<file path="src/rtl/arya_pipe_pkg.sv">
// -----------------------------------------------------------------------------
// arya_pipe_pkg
// Shared definitions for the pipeline hazard/issue controller.
//   REGFILE_ADDR  : default register address width
//   pipe_state_t  : issue FSM encoding (IDLE=0, RUN=1, DRAIN=2)
//   sb_entry_t    : one in-flight write record {vld, waddr}
// -----------------------------------------------------------------------------
package arya_pipe_pkg;

    localparam int REGFILE_ADDR = 3;

    typedef enum logic [1:0] {
        IDLE  = 2'd0,
        RUN   = 2'd1,
        DRAIN = 2'd2
    } pipe_state_t;

    typedef struct packed {
        logic                    vld;
        logic [REGFILE_ADDR-1:0] waddr;
    } sb_entry_t;

endpackage

</file>
<file path="src/rtl/pipe_scoreboard.sv">
// -----------------------------------------------------------------------------
// pipe_scoreboard
// Shift register of in-flight register writes. Slot 0 is the youngest; every
// cycle all slots move one step older and the oldest is dropped.
// Ports:
//   clk, reset        : clock, async active-low reset (all slots invalid)
//   load_vld/waddr    : entry written into slot 0 this cycle
//   inst_valid        : decoder holds a real instruction
//   r0addr, r1addr    : source registers of the decoded instruction
//   hazard            : a valid slot matches either source (and inst_valid)
//   empty             : no slot holds a valid write
// -----------------------------------------------------------------------------
module pipe_scoreboard #(
    parameter int ADDR_W = 3,
    parameter int DEPTH  = 3
) (
    input  logic              clk,
    input  logic              reset,
    input  logic              load_vld,
    input  logic [ADDR_W-1:0] load_waddr,
    input  logic              inst_valid,
    input  logic [ADDR_W-1:0] r0addr,
    input  logic [ADDR_W-1:0] r1addr,
    output logic              hazard,
    output logic              empty
);

    logic              vld_q   [DEPTH];
    logic [ADDR_W-1:0] waddr_q [DEPTH];
    logic              match;
    logic              any_vld;

    always_ff @(posedge clk or negedge reset) begin
        if (!reset) begin
            for (int i = 0; i < DEPTH; i++) begin
                vld_q[i]   <= 1'b0;
                waddr_q[i] <= '0;
            end
        end else begin
            vld_q[0]   <= load_vld;
            waddr_q[0] <= load_waddr;
            for (int i = 1; i < DEPTH; i++) begin
                vld_q[i]   <= vld_q[i-1];
                waddr_q[i] <= waddr_q[i-1];
            end
        end
    end

    // Register 0 is compared like any other register.
    always_comb begin
        match   = 1'b0;
        any_vld = 1'b0;
        for (int i = 0; i < DEPTH; i++) begin
            if (vld_q[i]) begin
                any_vld = 1'b1;
                if ((waddr_q[i] == r0addr) || (waddr_q[i] == r1addr))
                    match = 1'b1;
            end
        end
    end

    assign hazard = inst_valid & match;
    assign empty  = ~any_vld;

endmodule

</file>
<file path="src/rtl/pipe_hazard_ctrl.sv">
// -----------------------------------------------------------------------------
// pipe_hazard_ctrl
// Issue controller between fetch and the registered decoder. Gates decoder/PC
// enables, inserts bubbles on read-after-write hazards, sequences start and
// drains the pipeline on halt.
// Optional feature macro: PIPE_CTRL_STALL_CNT_EN (hazard stall counter).
// Ports:
//   clk, reset              : clock, async active-low reset
//   start                   : one-cycle pulse, IDLE -> RUN
//   halt_req                : level, stop issuing and drain
//   inst_valid              : decoder output holds a real instruction
//   dec_r0addr, dec_r1addr  : decoded sources
//   dec_wregen, dec_wreg1   : decoded destination write enable / address
//   dec_en, pc_en, bubble   : combinational issue controls
//   running                 : state is RUN or DRAIN
//   done                    : one-cycle pulse after the drain completes
//   stall_cnt               : hazard stall cycles (0 when feature disabled)
// -----------------------------------------------------------------------------
module pipe_hazard_ctrl #(
    parameter int REGFILE_ADDR = arya_pipe_pkg::REGFILE_ADDR,
    parameter int PIPE_DEPTH   = 3
) (
    input  logic                    clk,
    input  logic                    reset,
    input  logic                    start,
    input  logic                    halt_req,
    input  logic                    inst_valid,
    input  logic [REGFILE_ADDR-1:0] dec_r0addr,
    input  logic [REGFILE_ADDR-1:0] dec_r1addr,
    input  logic                    dec_wregen,
    input  logic [REGFILE_ADDR-1:0] dec_wreg1,
    output logic                    dec_en,
    output logic                    pc_en,
    output logic                    bubble,
    output logic                    running,
    output logic                    done,
    output logic [15:0]             stall_cnt
);

    // state | meaning
    // IDLE  | no issue, bubbles only, waiting for start
    // RUN   | issuing; stalls on hazard, fills on inst_valid=0
    // DRAIN | no issue; waits until scoreboard is empty, then IDLE + done

    import arya_pipe_pkg::*;

    pipe_state_t state;
    logic        done_q;
    logic        hazard;
    logic        sb_empty;
    logic        load_vld;

    pipe_scoreboard #(
        .ADDR_W (REGFILE_ADDR),
        .DEPTH  (PIPE_DEPTH)
    ) u_scoreboard (
        .clk        (clk),
        .reset      (reset),
        .load_vld   (load_vld),
        .load_waddr (dec_wreg1),
        .inst_valid (inst_valid),
        .r0addr     (dec_r0addr),
        .r1addr     (dec_r1addr),
        .hazard     (hazard),
        .empty      (sb_empty)
    );

    // An empty decoder slot still advances fetch/decode so it can fill, but
    // nothing is issued, so execute sees a bubble.
    always_comb begin
        dec_en   = 1'b0;
        pc_en    = 1'b0;
        bubble   = 1'b1;
        load_vld = 1'b0;
        if (state == RUN && !halt_req) begin
            if (!inst_valid) begin
                dec_en = 1'b1;
                pc_en  = 1'b1;
            end else if (!hazard) begin
                dec_en   = 1'b1;
                pc_en    = 1'b1;
                bubble   = 1'b0;
                load_vld = dec_wregen;
            end
        end
    end

    always_ff @(posedge clk or negedge reset) begin
        if (!reset) begin
            state  <= IDLE;
            done_q <= 1'b0;
        end else begin
            done_q <= 1'b0;
            case (state)
                IDLE: begin
                    if (start && !halt_req)
                        state <= RUN;
                end
                RUN: begin
                    if (halt_req)
                        state <= DRAIN;
                end
                DRAIN: begin
                    if (sb_empty) begin
                        state  <= IDLE;
                        done_q <= 1'b1;
                    end
                end
                default: state <= IDLE;
            endcase
        end
    end

    assign running = (state == RUN) || (state == DRAIN);
    assign done    = done_q;

`ifdef PIPE_CTRL_STALL_CNT_EN
    logic [15:0] stall_cnt_q;
    logic        start_accept;
    logic        hazard_stall;

    assign start_accept = (state == IDLE) && start && !halt_req;
    assign hazard_stall = (state == RUN) && !halt_req && hazard;

    always_ff @(posedge clk or negedge reset) begin
        if (!reset)
            stall_cnt_q <= '0;
        else if (start_accept)
            stall_cnt_q <= '0;
        else if (hazard_stall && stall_cnt_q != 16'hFFFF)
            stall_cnt_q <= stall_cnt_q + 16'd1;
    end

    assign stall_cnt = stall_cnt_q;
`else
    assign stall_cnt = 16'h0000;
`endif

endmodule

</file>
<file path="config.mk">
export PLATFORM = sky130hd
export DESIGN_NAME = pipe_hazard_ctrl
export DESIGN_NICKNAME = d
export VERILOG_FILES = /design/src/rtl/arya_pipe_pkg.sv /design/src/rtl/pipe_scoreboard.sv /design/src/rtl/pipe_hazard_ctrl.sv
export SDC_FILE = /design/constraint.sdc
export NUM_CORES = 1
export LEC_CHECK = 0
export ABC_AREA = 0
export BUFFER_PORTS_ARGS = -buffer_cell sky130_fd_sc_hd__buf_4
export CAP_MARGIN = 20
export CORE_MARGIN = 10
export CORE_UTILIZATION = 42
export CTS_CLUSTER_DIAMETER = 80
export DETAILED_ROUTE_END_ITERATION = 10
export GPL_TIMING_DRIVEN = 0
export PLACE_DENSITY = 0.82
export SYNTH_ARGS = -nofsm -noshare
export SYNTH_HDL_FRONTEND = slang
export SYNTH_SLANG_ARGS = --single-unit
</file>
<file path="constraint.sdc">
create_clock -name clk -period 1.55 [get_ports clk]
set_input_delay 0.155 -clock clk [delete_from_list [all_inputs] [get_ports clk]]
set_output_delay 0.155 -clock clk [all_outputs]
set_load 0.01 [all_outputs]
</file>
==> results of run 1 <==
kinds of logic (layout without fill, tap and decap cells):
kind of cell | count (synthesis) | count (layout)
muxes | 1 | 1
buffers and inverters | 20 | 52
AOI/OAI and AO/OA | 6 | 6
DFF | 15 | 15
and+or+nand+nor | 19 | 19
xor gates and xnor gates | 16 | 16
other | 1 | 16
adders and majority gates | 3 | 3
through the flow:
stage,cells,worst slack (ns)
3_3_place_gp,142,0.01824
3_5_place_dp,142,-0.03117
4_1_cts,154,-0.2170
2_1_floorplan,96,0.09463
6_report,155,-0.2021
5_1_grt,155,-0.3193
synth_stat cells (all sizes together), types with 2 or more instances:
cell type / n
and2: 2
buf: 17
dfrtp: 15
ha: 3
inv: 3
nand2: 3
nand2b: 2
nand4: 4
nor2: 3
o2111ai: 2
xnor2: 16
state kept, by name (all words and copies together) (netlist names):
register and flops:
done 1, state 2, u_scoreboard.waddr_q 9, u_scoreboard.vld_q 3
layer usage:
layer / vias to the layer above / track usage / part of all wire
li1: 329 / - / -
met1: 292 / 0.07957 / 0.38
met2: 29 / 0.1585 / 0.47
met3: 9 / 0.05593 / 0.12
met4: 0 / 0.05615 / 0.033
met5: - / 0 / 0
path summary, 6_finish.rpt:
kind                                                    from                                 to  slack [ns]  cells after the start
hold / removal                                    dec_wregen    u_scoreboard.vld_q[2]$_DFF_PN0_        0.16                      2
hold reg to reg            u_scoreboard.waddr_q[4]$_DFF_PN0_  u_scoreboard.waddr_q[1]$_DFF_PN0_        0.44                      0
setup / recovery           u_scoreboard.waddr_q[0]$_DFF_PN0_                              pc_en       -0.20                      7
max in group asynchronous                              reset  u_scoreboard.waddr_q[7]$_DFF_PN0_        1.13                      2
min in group asynchronous                              reset                     done$_DFF_PN0_        0.24                      2
setup reg to reg                        state[0]$_DFFE_PN0P_               state[1]$_DFFE_PN0P_        0.05                      5
timing repair:
action / in CTS / in global routing
endpoints found under the setup margin: 4 / 5
endpoints found under the hold margin: 18 / 0
pin swaps: 7 / 0
resized for setup: 3 / 5
hold buffers: 4 / 0
setup buffers: 4 / 1
area by class of cell:
| cell class | instances | area [um2] | area share |
|---|---|---|---|
| clock inverter | 1 | 5.005 | 0.004049 |
| sequential | 15 | 375.4 | 0.3036 |
| timing repair buffer | 28 | 227.7 | 0.1842 |
| inverter | 3 | 11.26 | 0.009109 |
| buffer | 17 | 127.6 | 0.1032 |
| multi-input combinational | 61 | 432.9 | 0.3502 |
| tap | 27 | 33.78 | 0.02733 |
| clock buffer | 3 | 22.52 | 0.01822 |
where the power goes:
group	leakage [nW]	switching, mW	total [mW]	internal [mW]
registers	0.186	0.0363	0.476	0.440
logic	0.416	0.215	0.504	0.289
clock network	0.0177	0.129	0.225	0.0961
critical path, stage by stage (launching register included):
cell and delay, ns:
dfrtp_1 0.39, and2_1 0.14, o2111ai_1 0.17, nand2_1 0.09, nor3_2 0.15, o21a_1 0.17
buf_4 0.11, buf_6 0.09
==> summary.md, run 1 <==
| Metric | Value |
|---|---|
| Most frequent cells in the layout | 39 x buf_4, 16 x xnor2_1, 16 x conb_1 |
| Syn. warnings | 0 |
| CTS max path bufs | 2 |
| Fmax | 570.7 MHz |
| Cell area after synthesis | 864.6 um2 |
| Library cells used by synthesis | 22 |
| Core Util, Final | 0.6301 |
| Failing checks | setup timing |
| Final Instance Area | 1236 um2 |
| Clock root buffer | clkbuf_4 |
| Detail Placement HPWL | 1533 um |
| FFs w/ async S/R, synth | 1.000 |
| Final period util | 1.130 |
| Placer congestion estimate | 0.8572 |
| Site Rows | 16 |
| Final hold slack | 0.1634 ns |
| First-pass GRT wire length | 3049 um |
| Max-cap violation count | 0 |
| WP data required | 1.39 ns |
| Routed wire length | 1953 um |
| Post-synthesis compound-gate area fraction | 0.05355 |
| Share of the synthesized area in the top cell type | 0.4342 |
| Final Setup Violations | 3 |
| # port buffers | 19 |
| First-pass DRT Iterations | 3 |
| Setup TNS | -0.5199 ns |
| Overflow after GRT | 0 |
| Clock skew | 0.01038 ns |
| Crit end category | output port |
| Cell leakage power | 0.6196 nW |
| Gr usage total | 0.09195 |
| Reg clk slew, reported paths | 0.09 ns |
| Max-slew violation count | 0 |
| H-tree levels | 1 |
| Syn_area_per_cell | 10.67 um2 |
| Ys flop type | dfrtp_1 |
| WL/cell | 12.60 um |
| Post-place instance area | 1097 um2 |
| Drc violations | 0 |
| RSZ-0062 raised after global routing | true |
| Area growth, synth to finish | 42.98% |
| Final ANT Viol Nets | 0 |
| Nets@finish | 147 |
| Worst skew pair latency | 0.29 ns |
| Worst vdd rail ir drop | 0.0008004 V |
| Mux cell area share after synthesis | 0.01302 |
| Status | complete, but fails checks |
| # diodes | 0 |
| Post-Synth Adder-Cell Area | 0.04342 |
| Vias | 659 |
| Crit start category | flop |
| Kind of critical path | flop to output port |
| Share of layout cells above drive strength 1 | 0.4141 |
| TritonCTS Sinks | 15 |
| Die area | 4273 um2 |
| Synth top area cells | dfrtp_1 43%, xnor2_1 16%, buf_4 15% |
| Hold crit path type | input port to flop |
| Largest net degree at the start of global routing | 16 |
| Vias per Instance | 4.252 |
| Main combinational cell family by area after synthesis | XOR/XNOR gates |
| Worst EP arrival | 1.60 ns |
| Die Ht | 65.37 um |
| Fill count | 161 |
| Die Wd | 65.37 um |
| Post-synth EDFFs | 0 |
| Initial antenna violation count | 0 |
| Commonest non-fill, non-tap cell in the layout | buf_4 |
| CTS tree | built |
| Num CTS Buffers | 3 |
| Crit-path max FO | 3 |
| Final hold violation count | 0 |
| Sequential share of the synthesized area | 0.4342 |
| Mapped Cells | 81 |
| Core Region | 1962 um2 |
| Vias in the first global route | 665 |
| Initial core utilization | 0.4407 |
| Top Ports | 36 |
| Simple-gate share of the synthesized area | 0.1288 |
| Final min period | 1.752 ns |
| #FFs+latches synth | 15 |
| Final setup margin | -0.2021 ns |
| Total power per unit cell area | 975.1 nW/um2 |
| Drt initial violations | 5 |
| Xor-xnor portion of the synthesized cell area | 0.1621 |
| Final total power | 1.205 mW |
| Post-synth top area cell | dfrtp_1 |
No activity file was read; power rests on OpenSTA's default activity.
==> inputs of run 2 (changes only) <==
- CORE_MARGIN: 10 -> 2
==> run 2 against run 1 <==
Against the previous run:
- the run still ends with setup timing left
- critical path depth did not move
- final area grew 0.61%
- fmax decreased by 2.1%
- first-iteration DRC count grew 20%
- worst setup slack lost 0.038 ns
- global-route usage rose by 6.0 points
- final cell count unchanged
- clock skew shrank 0.0065 ns
- wire length down 14%
- core utilization is 1.0 points higher
- sequential cell count unchanged
- largest cell class unchanged
- largest power group unchanged
==> summary.md, run 2 (same netlist as run 1, synthesis figures left out) <==
| Metric | Value |
|---|---|
| Status | complete, but fails checks |
| Failing checks | setup timing |
| Vias per Instance | 4.394 (+3.3%) |
| Drt initial violations | 6 (+1) |
| Kind of critical path | flop to output port |
| Final min period | 1.790 ns (+0.03824 ns) |
| Worst vdd rail ir drop | 0.0007055 V (-12%) |
| Clock skew | 0.003850 ns (-0.006530 ns) |
| Max-cap violation count | 0 (unchanged) |
| Final hold violation count | 0 (unchanged) |
| Fill count | 161 (unchanged) |
| First-pass GRT wire length | 2835 um (-7.0%) |
| Vias in the first global route | 649 (-2.4%) |
| Setup TNS | -0.6138 ns (-0.09386 ns) |
| Crit-path max FO | 3 (unchanged) |
| Non-Filler Instances | 155 (unchanged) |
| Crit start category | flop |
| WL/cell | 10.86 um (-14%) |
| Top Ports | 36 (unchanged) |
| CTS tree | built |
| FF+latch area | 375.4 um2 (unchanged) |
| Die area | 2437 um2 (-43%) |
| Site Rows | 16 (unchanged) |
| RSZ-0062 raised after global routing | true |
| Clock root buffer | clkbuf_4 |
| Placer congestion estimate | 0.7523 (-12%) |
| Detail Placement HPWL | 1330 um (-13%) |
| Worst skew pair latency | 0.27 ns (-0.02 ns) |
| Area of the multi-input gates | 441.7 um2 (+2.0%) |
| Final Setup Violations | 3 (unchanged) |
| # diodes | 0 (unchanged) |
| Gr usage total | 0.1517 (+0.05970) |
| CTS max path bufs | 2 (unchanged) |
| Drc violations | 0 (unchanged) |
| Area growth, synth to finish | 43.85% |
| Fmax | 558.5 MHz (-2.1%) |
| Vias | 681 (+3.3%) |
| Max reg flops | 9 (unchanged) |
| Crit end category | output port |
| TritonCTS Sinks | 15 (unchanged) |
| Cell leakage power | 0.6282 nW (+1.4%) |
| Nets@finish | 147 (unchanged) |
| First-pass DRT Iterations | 4 (+1) |
| Reg with most FFs | u_scoreboard.waddr_q |
| Share of layout cells above drive strength 1 | 0.4063 (-0.007813) |
| WP data required | 1.39 ns (about the same) |
| Placed insts | 142 (unchanged) |
| Post-place instance area | 1097 um2 (unchanged) |
| Hold crit path type | input port to flop |
| Commonest non-fill, non-tap cell in the layout | buf_4 |
| Num CTS Buffers | 3 (unchanged) |
| Die Wd | 49.37 um (-24%) |
| Max-slew violation count | 0 (unchanged) |
| Initial antenna violation count | 0 (unchanged) |
| Final ANT Viol Nets | 0 (unchanged) |
| Core Region | 1942 um2 (-1.0%) |
| Die Ht | 49.37 um (-24%) |
| Initial core utilization | 0.4452 (+0.004543) |
| Total power per unit cell area | 976.9 nW/um2 (+0.18%) |
| Routed wire length | 1684 um (-14%) |
| Most frequent cells in the layout | 39 x buf_4, 16 x xnor2_1, 16 x conb_1 |
| Regs by FF count | u_scoreboard.waddr_q (9), u_scoreboard.vld_q (3), state (2) |
| Final hold slack | 0.1536 ns (-0.009890 ns) |
| Final Instance Area | 1244 um2 (+0.61%) |
| Overflow after GRT | 0 (unchanged) |
| Final total power | 1.215 mW (+0.79%) |
| Final period util | 1.155 (+0.02467) |
| # port buffers | 19 (unchanged) |
| Largest net degree at the start of global routing | 16 (unchanged) |
| Final setup margin | -0.2404 ns (-0.03824 ns) |
| H-tree levels | 1 (unchanged) |
| Worst EP arrival | 1.64 ns (+0.04 ns) |
| Reg clk slew, reported paths | 0.08 ns (about the same) |
==> run 2: cell count changes in the layout (fill, tap and decap cells not counted), sizes merged <==
| cell | previous run | this run |
|---|---|---|
| clkinv | 1 | 0 |
| clkbuf | 3 | 4 |
==> run 2: worst max-delay path, cell delays in order (launching register included) <==
cell       delay (ns)
dfrtp_1          0.39
and2_1           0.14
o2111ai_1        0.18
nand2_1          0.12
nor3_4           0.17
o21a_1           0.17
buf_4            0.11
buf_6            0.09
==> run 2: timing repair <==
action,in CTS,in global routing
resized for setup,3,7
setup buffers,3,2
pin swaps,7,0
endpoints found under the setup margin,4,5
hold buffers,4,0
hold endpoints to repair,18,0
==> run 2: layout make-up <==
cell class | count | area share
buffer | 17 | 0.1026
clock buffer | 4 | 0.02113
inverter | 3 | 0.009054
multi-input combinational | 61 | 0.3551
sequential | 15 | 0.3018
tap | 27 | 0.02716
timing repair buffer | 28 | 0.1831
==> run 2: report_power, final <==
group / leakage (nW) / switching, mW / internal [mW]
logic: 0.427 / 0.223 / 0.303
clock network: 0.0150 / 0.115 / 0.0997
registers: 0.186 / 0.0339 / 0.440
==> run 2: stage by stage <==
step	utilization	setup slack, ns
2_1_floorplan	-	0.09463
3_3_place_gp	0.5651	-0.006178
3_5_place_dp	0.5651	-0.08003
6_report	0.6405	-0.2404
5_1_grt	0.6405	-0.3616
4_1_cts	0.6179	-0.2709
==> run 2: metal layers <==
layer / GRT usage / up-vias / share of wire
met1: 0.1612 / 307 / 0.39
met4: 0.02778 / 0 / 0
met3: 0.03067 / 0 / 0.076
met5: 0 / - / 0
li1: - / 336 / -
met2: 0.3041 / 38 / 0.53
==> run 2: path summary, 6_finish.rpt <==
path	startpoint	endpoint	slack, ns	depth (start not counted)
min reg2reg	u_scoreboard.waddr_q[3]$_DFF_PN0_	u_scoreboard.waddr_q[0]$_DFF_PN0_	0.44	0
max reg2reg	u_scoreboard.vld_q[2]$_DFF_PN0_	state[1]$_DFFE_PN0P_	0.03	4
min in group asynchronous	reset	state[1]$_DFFE_PN0P_	0.26	2
max in group asynchronous	reset	u_scoreboard.waddr_q[1]$_DFF_PN0_	1.12	2
max	u_scoreboard.waddr_q[0]$_DFF_PN0_	pc_en	-0.24	7
min	dec_wregen	u_scoreboard.vld_q[2]$_DFF_PN0_	0.15	2
==> inputs of run 3 (changes only) <==
==> constraint.sdc (replaced) <==
create_clock -name clk -period 1.55 [get_ports clk]
set_input_delay 0.2325 -clock clk [delete_from_list [all_inputs] [get_ports clk]]
set_output_delay 0.2325 -clock clk [all_outputs]
set_load 0.01 [all_outputs]
==> run 3 against run 2 <==
Against the previous run:
- the run still ends with setup timing left
- sequential cell count stayed put
- global-route usage is 0.52 points lower
- clock power hardly changed
- via count is 1.0% lower
- sequential power hardly changed
- worst setup slack worse by 0.085 ns
- non-clock buffer count is 3 lower
- sequential share of layout area is 0.75 points higher
- final cell count is 1.9% lower
- largest cell class unchanged
==> summary.md, run 3 (same netlist as run 1, synthesis figures left out) <==
| Metric | Value |
|---|---|
| Status | complete, but fails checks |
| Failing checks | setup timing |
| Clock root buffer | clkbuf_4 |
| Site Rows | 16 (unchanged) |
| Reg with most FFs | u_scoreboard.waddr_q |
| Slowest cell delay on critical path | 0.39 ns (about the same) |
| Critical Path Slowest Stage Cell | dfrtp_1 |
| WL/cell | 10.92 um (+0.52%) |
| Stages on worst setup path | 7 (unchanged) |
| Top Ports | 36 (unchanged) |
| Cell leakage power | 0.6152 nW (-2.1%) |
| Kind of critical path | flop to output port |
| Final Setup Violations | 3 (unchanged) |
| Routed wire length | 1660 um (-1.4%) |
| Most frequent cells in the layout | 39 x buf_4, 16 x xnor2_1, 16 x conb_1 |
| First-pass GRT wire length | 2746 um (-3.1%) |
| Gr usage total | 0.1465 (-0.005185) |
| Crit start category | flop |
| Reg clk slew, reported paths | 0.08 ns (about the same) |
| Die area | 2437 um2 (unchanged) |
| Worst Reg-to-Reg Cells | 4 (unchanged) |
| Regs by FF count | u_scoreboard.waddr_q (9), u_scoreboard.vld_q (3), state (2) |
| Vias per Instance | 4.434 (+0.93%) |
| Worst vdd rail ir drop | 0.0006782 V (-3.9%) |
| Clock skew | 0.004362 ns (+0.0005120 ns) |
| Drt initial violations | 11 (+5) |
| H-tree levels | 1 (unchanged) |
| # port buffers | 19 (unchanged) |
| RSZ-0062 raised after global routing | true |
| Detail Placement HPWL | 1330 um (unchanged) |
| Top delay family on crit path | simple AND/OR/NAND/NOR gates |
| Final period util | 1.210 (+0.05499) |
| Die Wd | 49.37 um (unchanged) |
| Setup TNS | -0.8758 ns (-0.2620 ns) |
| Vias in the first global route | 634 (-2.3%) |
| Final Instance Area | 1214 um2 (-2.4%) |
| Post-place instance area | 1097 um2 (unchanged) |
| Placer congestion estimate | 0.7523 (unchanged) |
| Final hold slack | 0.05976 ns (-0.09379 ns) |
| Final ANT Viol Nets | 0 (unchanged) |
| Max-cap violation count | 0 (unchanged) |
| Hold crit path type | input port to flop |
| Nets@finish | 144 (-2.0%) |
| Crit end category | output port |
| Largest net degree at the start of global routing | 16 (unchanged) |
| Final setup margin | -0.3256 ns (-0.08524 ns) |
| Num CTS Buffers | 3 (unchanged) |
| Max reg flops | 9 (unchanged) |
| Die Ht | 49.37 um (unchanged) |
| Drc violations | 0 (unchanged) |
| Worst skew pair latency | 0.28 ns (about the same) |
| Max-slew violation count | 0 (unchanged) |
| Hold Crit Depth | 1 (-1) |
| CTS tree | built |
| TritonCTS Sinks | 15 (unchanged) |
| CTS max path bufs | 2 (unchanged) |
| Fill count | 165 (+2.5%) |
| CP Cell Sequence | and2_1 -> o2111ai_1 -> nand2_1 -> nor3_4 -> o21a_1 -> buf_4 -> buf_6 |
| Crit-path max FO | 3 (unchanged) |
| Fmax | 533.2 MHz (-4.5%) |
| Core Region | 1942 um2 (unchanged) |
| Total power per unit cell area | 1002 nW/um2 (+2.5%) |
| # diodes | 0 (unchanged) |
| First-pass DRT Iterations | 4 (unchanged) |
| Worst EP arrival | 1.64 ns (about the same) |
| Share of layout cells above drive strength 1 | 0.4240 (+0.01775) |
| Initial antenna violation count | 0 (unchanged) |
| Initial core utilization | 0.4452 (unchanged) |
| Vias | 674 (-1.0%) |
| Final min period | 1.876 ns (+0.08524 ns) |
| WP buf/inv | 2 (unchanged) |
| Final hold violation count | 0 (unchanged) |
| WP data required | 1.32 ns (-0.07 ns) |
| Area growth, synth to finish | 40.38% |
| Commonest non-fill, non-tap cell in the layout | buf_4 |
| Overflow after GRT | 0 (unchanged) |
[run 3: layer usage]
| layer | share of wire | vias to the layer above | track usage |
|---|---|---|---|
| li1 | - | 329 | - |
| met1 | 0.41 | 304 | 0.1592 |
| met2 | 0.51 | 39 | 0.2883 |
| met3 | 0.075 | 2 | 0.03067 |
| met4 | 0.0024 | 0 | 0.02778 |
| met5 | 0 | - | 0 |
[run 3: final cells by class]
class / instances / area [um2] / area share
clock buffer: 4 / 26.28 / 0.02165
timing repair buffer: 25 / 197.7 / 0.1629
inverter: 3 / 11.26 / 0.009278
multi-input combinational: 61 / 441.7 / 0.3639
sequential: 15 / 375.4 / 0.3093
buffer: 17 / 127.6 / 0.1052
tap: 27 / 33.78 / 0.02784
[run 3: report_power, final]
group / switching [mW] / internal, mW
logic: 0.228 / 0.300
clock network: 0.115 / 0.0997
registers: 0.0337 / 0.440
total: 0.376 / 0.840
[run 3: what timing repair did]
item,4_1_cts,5_1_grt
pin swaps,7,0
setup endpoints to repair,4,6
hold endpoints to repair,15,0
setup buffers,3,2
resized for setup,3,8
hold buffers,1,0
[run 3: worst paths after layout]
check / start / to / slack (ns)
worst max-delay path: u_scoreboard.waddr_q[0]$_DFF_PN0_ / pc_en / -0.33
worst min-delay path: dec_wreg1[1] / u_scoreboard.waddr_q[7]$_DFF_PN0_ / 0.06
worst max register to register: u_scoreboard.vld_q[2]$_DFF_PN0_ / state[1]$_DFFE_PN0P_ / 0.03
worst min register to register: u_scoreboard.waddr_q[3]$_DFF_PN0_ / u_scoreboard.waddr_q[0]$_DFF_PN0_ / 0.44
max in group asynchronous: reset / u_scoreboard.waddr_q[1]$_DFF_PN0_ / 1.05
min in group asynchronous: reset / state[0]$_DFFE_PN0P_ / 0.33
[run 3: worst register-to-register path, cell delays in order, from the launching register on]
cell and delay [ns]:
dfrtp_1 0.44, o31ai_1 0.43, nand2b_4 0.09, a21oi_2 0.12
mux2_2 0.34
[run 3: per-stage QoR]
stage            util  power, mW  setup WS, ns  instances
2_1_floorplan       -     0.7391       0.02845         96
3_3_place_gp   0.5651     0.8683      -0.08368        142
3_5_place_dp   0.5651     0.9070       -0.1575        142
4_1_cts        0.6024      1.164       -0.3484        150
5_1_grt        0.6250      1.296       -0.4391        152
6_report       0.6250      1.216       -0.3256        152
